`config.mk`:
```
export PLATFORM = sky130hd
export DESIGN_NAME = prng_chip
export DESIGN_NICKNAME = d
export VERILOG_FILES = /design/src/rtl/prng_chip.sv
export SDC_FILE = /design/constraint.sdc
export NUM_CORES = 1
export LEC_CHECK = 0
export ABC_AREA = 1
export BUFFER_PORTS_ARGS = -buffer_cell sky130_fd_sc_hd__buf_2
export CORE_MARGIN = 1.5
export CORE_UTILIZATION = 40
export CTS_CLUSTER_SIZE = 25
export DETAILED_ROUTE_END_ITERATION = 12
export HOLD_SLACK_MARGIN = 0.05
export PLACE_DENSITY = 0.7
export SYNTH_ARGS = -nofsm -noshare
export SYNTH_HDL_FRONTEND = slang
export SYNTH_SLANG_ARGS = --single-unit
```
`constraint.sdc`:
```
create_clock -name clock -period 2.85 [get_ports clock]
set_input_delay 0.285 -clock clock [delete_from_list [all_inputs] [get_ports clock]]
set_output_delay 0.285 -clock clock [all_outputs]
set_load 0.03 [all_outputs]
```
`src/rtl/prng_chip.sv`:
```
// Byte-wide PRNG tile: 8-bit and 16-bit Galois LFSRs, seeded on the first request after reset.
// Each request advances the selected engine STEPS times and registers the low byte with a valid flag.
module prng_chip #(
  parameter int          STEPS  = 8,
  parameter logic [7:0]  POLY8  = 8'hB8,
  parameter logic [15:0] POLY16 = 16'hB400,
  parameter logic [7:0]  ZSEED  = 8'h01
) (
  input  logic       clock,
  input  logic       reset,
  input  logic [9:0] io_in,
  output logic [8:0] io_out
);

  localparam int CW = $clog2(STEPS);
  localparam logic [CW-1:0] LAST = CW'(STEPS - 1);

  typedef enum logic [1:0] {IDLE, GEN, DONE} state_t;

  state_t          state, state_nxt;
  logic            en_q, seeded, sel_q, valid;
  logic [CW-1:0]   cnt;
  logic [7:0]      lfsr8, lfsr8_nxt, rand_num, seed_eff;
  logic [15:0]     lfsr16, lfsr16_nxt;

  logic [7:0] seed;
  logic       sel, en, req;

  assign seed     = io_in[9:2];
  assign sel      = io_in[1];
  assign en       = io_in[0];
  assign req      = en & ~en_q;
  assign seed_eff = (seed == 8'h00) ? ZSEED : seed;

  assign lfsr8_nxt  = lfsr8[0]  ? ((lfsr8 >> 1) ^ POLY8)   : (lfsr8 >> 1);
  assign lfsr16_nxt = lfsr16[0] ? ((lfsr16 >> 1) ^ POLY16) : (lfsr16 >> 1);

  assign io_out = {valid, rand_num};

  always_comb begin
    state_nxt = state;
    case (state)
      IDLE, DONE: if (req) state_nxt = GEN;
      GEN:        if (cnt == LAST) state_nxt = DONE;
      default:    state_nxt = IDLE;
    endcase
  end

  always_ff @(posedge clock) begin
    if (!reset) begin
      state    <= IDLE;
      en_q     <= 1'b0;
      seeded   <= 1'b0;
      sel_q    <= 1'b0;
      cnt      <= '0;
      lfsr8    <= '0;
      lfsr16   <= '0;
      rand_num <= '0;
      valid    <= 1'b0;
    end else begin
      state <= state_nxt;
      en_q  <= en;
      case (state)
        IDLE, DONE: begin
          if (req) begin
            sel_q <= sel;
            cnt   <= '0;
            valid <= 1'b0;
            // Only the very first request loads the seed; later ones keep streaming.
            if (!seeded) begin
              lfsr8  <= seed_eff;
              lfsr16 <= {seed_eff, ~seed};
              seeded <= 1'b1;
            end
          end
        end
        GEN: begin
          cnt <= cnt + CW'(1);
          if (sel_q) lfsr16 <= lfsr16_nxt;
          else       lfsr8  <= lfsr8_nxt;
          if (cnt == LAST) begin
            rand_num <= sel_q ? lfsr16_nxt[7:0] : lfsr8_nxt;
            valid    <= 1'b1;
          end
        end
        default: ;
      endcase
    end
  end

endmodule

```
==> Yosys cells after proc, flatten, opt, wreduce, memory -nomap -nowiden <==
Cells that the tools add are included.
{ "word_totals": {"elab_cells": 54, "ram_bits": 0, "reg_bits": 41, "in_bits": 12, "n_memories": 0, "romBits": 0, "out_inout_bits": 9, "latch_bits": 0} }
{ "op_classes": {"muxes": 20, "n_lt_le_gt_ge": 0, "shifts": 0, "bitwise_logic": 5, "n_mul": 0, "div_mod_pow": 0, "n_eq_ne": 8, "n_reduce_logical": 11, "n_addsub": 1} }
{ "op_table": {"columns": ["cell", "n"], "rows": [
  ["16-bit two-way mux", 4],
  ["8-bit two-way mux", 6],
  ["16-bit case mux with 2 select lines", 1],
  ["8-bit case mux with 2 select lines", 1],
  ["2-bit != test, second input constant", 5],
  ["8-bit logical NOT", 1],
  ["3-bit NOT with 4-bit output", 2],
  ["8-bit NOT", 1],
  ["2-bit AND reduction", 4],
  ["4-bit AND reduction", 2],
  ["3-bit case mux with 2 select lines", 1],
  ["2-bit two-way mux", 2],
  ["2-bit case mux with 2 select lines", 1],
  ["3-bit by 1-bit adder with 3-bit output, second input constant", 1],
  ["3-bit equality test, second input constant", 1],
  ["3-bit two-way mux", 1],
  ["3-bit AND reduction", 1],
  ["2-bit by 1-bit equality test with 1-bit output, second input constant", 1],
  ["2-bit equality test, second input constant", 1],
  ["2-bit logical NOT", 1],
  ["1-bit two-way mux", 2],
  ["1-bit case mux with 2 select lines", 1],
  ["2-bit nonzero test", 1],
  ["2-bit OR reduction", 1],
  ["2 further kinds", 2]
]} }

==> Depth between registers and ports, before layout <==
{ "depth": {"depth_word": 5, "ltp_mapped": 9, "mapped_depth_nobuf": 8} }

==> Worst setup path after synthesis <==
No wires, ideal clock.
{ "synth_timing": {"path_kind": "register -> register", "from": "reg cnt[0]", "to": "reg rand_num[3]", "arrival_ps": 1101, "setup_time_ps": 109, "path_stages_with_launch": 9, "slack_ps": 1640, "cell_sequence": "dfxtp_1 ha_1 ha_1 inv_1 nor2_4 buf_6 nand3_1 nand2_1 inv_1"} }
{ "synth_via": {"elab_chain_len": 2} }
{ "synth_rtl": {"columns": ["element", "line_no", "source"], "rows": [
  ["start: declaration", "22", "logic [CW-1:0] cnt;"],
  ["start signal: assignment", "78", "cnt <= cnt + CW'(1);"],
  ["3-bit equality test", "81", "if (cnt == LAST) begin"],
  ["2-bit AND reduction (no source line)", null, null],
  ["end signal: assignment", "82", "rand_num <= sel_q ? lfsr16_nxt[7:0] : lfsr8_nxt;"],
  ["end: declaration", "23", "logic [7:0] lfsr8, lfsr8_nxt, rand_num, seed_eff;"]
]} }
No other way between the ends.
A chain may end at the register's enable or synchronous reset.

==> Final worst setup path <==
{ "layout_timing": {"from": "reg state[0]", "to": "reg lfsr16[12]"} }
{ "layout_via": {"elab_chain_len": 4} }
{ "layout_rtl": {"columns": ["element", "line_no", "source"], "rows": [
  ["start: declaration", "20", "state_t state, state_nxt;"],
  ["start signal: assignment", "61", "state <= state_nxt;"],
  ["2-bit equality test or 2-bit logical NOT (tied branches)", "63", "case (state)"],
  ["2-bit OR reduction", "63", null],
  ["2-bit != test (no source line) or 2-bit nonzero test (tied branches)", null, null],
  ["4-bit AND reduction (no source line)", null, null],
  ["end signal: assignment", "72", "lfsr16 <= {seed_eff, ~seed};"],
  ["end signal: assignment", "79", "if (sel_q) lfsr16 <= lfsr16_nxt;"],
  ["end: declaration", "24", "logic [15:0] lfsr16, lfsr16_nxt;"]
]} }
Several ways; a longest one is shown, not always the timed one.

==> reports/results.tsv <==
metric	value	unit
synthMuxAreaShare	0	%
final_layout_size_suffix_gt1_share	13.2	%
core	4470	um2
max_slew_margin	69.1	%
synth_area_leaders	dfxtp_1 (43%), nand2_1 (13%), nor2_1 (7.9%)	
row_count	24	
end_kind	flip-flop	
cts_buffer_depth	2	
hold_violations	0	
clock_latency	300	ps
critPathLaunchType	flip-flop	
cp.arrival	1720	ps
fin_crit	1530	ps
synth_nets	279	
die-area	5200	um2
yosys.area_share.simple	26.7	%
grt_pass1_vias	1528	
vias_per_cell	5.11	
synth.most_common_cell	nand2_1	
vias	1700	
gp_congestion	0.840	
cts_setup_buffers	0	
synth_edf_count	0	
path_max_fanout	23	
drc_errors	0	
yosys.area.top_type	dfxtp_1	
clock.fmax	0.654	GHz
area_growth	8.25	%
synth.yosys.seq_area_share	43.0	%
finalSetupTns	0	ps
fp.dieW	72.1	um
cp_common_cell	nand2_4	
timing.rr.start	state[0]	
irDropWorstVdd	0.227	mV
grt_max_degree	30	
synth_top_family_by_area	simple AND/OR/NAND/NOR gates	
synth_warnings	0	
cts_sinks	41	
grt_usage	17.0	%
synth_area_per_cell	7.21	um2
grt_pass1_wl	7.01	mm
wl_per_cell	12.1	um
fp.dieH	72.1	um
synth_compound_area_share	17.2	%
stdcell_count	333	
hpwl	2.83	mm
synth_cell_types	25	
grt_overflow	0	
syn_inst	265	
p_leak	0.948	nW
cts-buffers-inserted	5	
min_path_type	in2reg	
synthFlopType	dfxtp_1	
first_pass_iters	4	
tightest_slew	464	ps
io_pins	21	
antennaDiodeCount	0	
cts.htree.levels	2	
synth.cell_area	1910	um2
p_per_area	595	nW/um2
cts_tree	done	
drv_slew	0	
maxCapViolations	0	
status	complete, no violations	
io_buffers	20	
clockRootBuffer	clkbuf_8	
hold_buffers	0	
wirelength	4.03	mm
skew	4.68	ps
crit_required	3040	ps
antenna_found_initial	0	
yosys-top-cells-count	nand2_1 (67), dfxtp_1 (41), nor2_1 (40), o21ai_0 (29), inv_1 (17)	
cts.clk_slew.worst_paths	80	ps
synth_adder_area_share	1.31	%
cpMaxStageDelayCell	dfxtp_1	
fin_nets	294	
crit_path_max_incr_delay	390	ps
numPlacedInstances	325	
yosysTopAreaCellShare	43.0	%
drtAntennaViolNets	0	
grt_setup_unrepaired	false	
cts_resized	0	
synth_seq_cells	41	
setup_viol_count_final	0	
critPathKind	reg2reg	
async_reset_ff_share	0	%
drt_iter0_markers	176	
holdCritStartpoint	io_in[0]	
synth_xor_area_share	2.75	%
finalCritPeriodShare	53.6	%
path_cells	nand2_4 -> inv_6 -> nand2_4 -> nand2_4 -> inv_1 -> nor2_1 -> nor2_1	
startpoint	state[0]	
initial_core_util	42.7	%
[power by group]
part           switching, W  internal, W
clock network      0.000200     0.000170
registers         0.0000402     0.000619
logic              0.000131    0.0000706
total              0.000371     0.000859
[metrics by stage]
stage / hold slack (ps) / setup slack (ps) / util, % / cell area, um2 / power, W
floorplan: 378 / 1640 / - / 1910 / 0.000830
global placement: 454 / 1370 / 44.4 / 1990 / 0.000869
detailed placement: 459 / 1330 / 44.4 / 1990 / 0.000872
CTS: 237 / 1320 / 46.2 / 2070 / 0.00124
global route: 258 / 1150 / 46.2 / 2070 / 0.00130
finish: 240 / 1320 / 46.2 / 2070 / 0.00123
[final timing paths]
kind	endpoint	slack (ps)	cells after the start
max	lfsr16[12]	1320	7
min	en_q	240	3
max reg2reg	lfsr16[12]	1320	7
min reg2reg	cnt[1]	470	2
[per-layer routing]
layer  vias to the layer above  track usage (%)  wire (um)
met5                         -                0          0
li1                        880                -          -
met1                       757             25.1       2050
met4                         0             5.03         38
met3                         4             4.17        300
met2                        59             24.6       1650
[cell usage in the layout, fill, tap and decap left out, drive strengths merged, types with 5 or more instances in the layout]
cell type	count
nand3	7
inv	21
buf	20
o21ai	45
nor2	41
nand2	71
dfxtp	41
a21oi	10
clkbuf	6
a31oi	5
[final cells by class]
| cell class | count | area (um2) |
|---|---|---|
| clock buffer | 6 | 72.6 |
| clock inverter | 2 | 10.0 |
| fill | 465 | 2410 |
| inverter | 21 | 83.8 |
| multi-input combinational | 191 | 916 |
| sequential | 41 | 821 |
| tap | 52 | 65.1 |
| timing repair buffer | 20 | 100 |
[flip-flops by register name (all words and copies together) (netlist names)]
| register | cells |
|---|---|
| valid | 1 |
| sel_q | 1 |
| en_q | 1 |
| seeded | 1 |
| lfsr8 | 8 |
| state | 2 |
| rand_num | 8 |
| lfsr16 | 16 |
| cnt | 3 |
[kinds of logic (layout without fill, tap and decap cells)]
logic type | Yosys count | after routing
AOI/OAI and AO/OA | 63 | 63
xor gates and xnor gates | 6 | 6
adders and majority gates | 2 | 2
buffers and inverters | 33 | 49
DFF | 41 | 41
and+or+nand+nor | 120 | 120
[critical path, delay by kind of cell (launching register included)]
family	cells	cell delay (ps)
buffers and inverters	2	370
DFF	1	390
and+or+nand+nor	5	650
No activity file was read; power rests on OpenSTA's default activity.
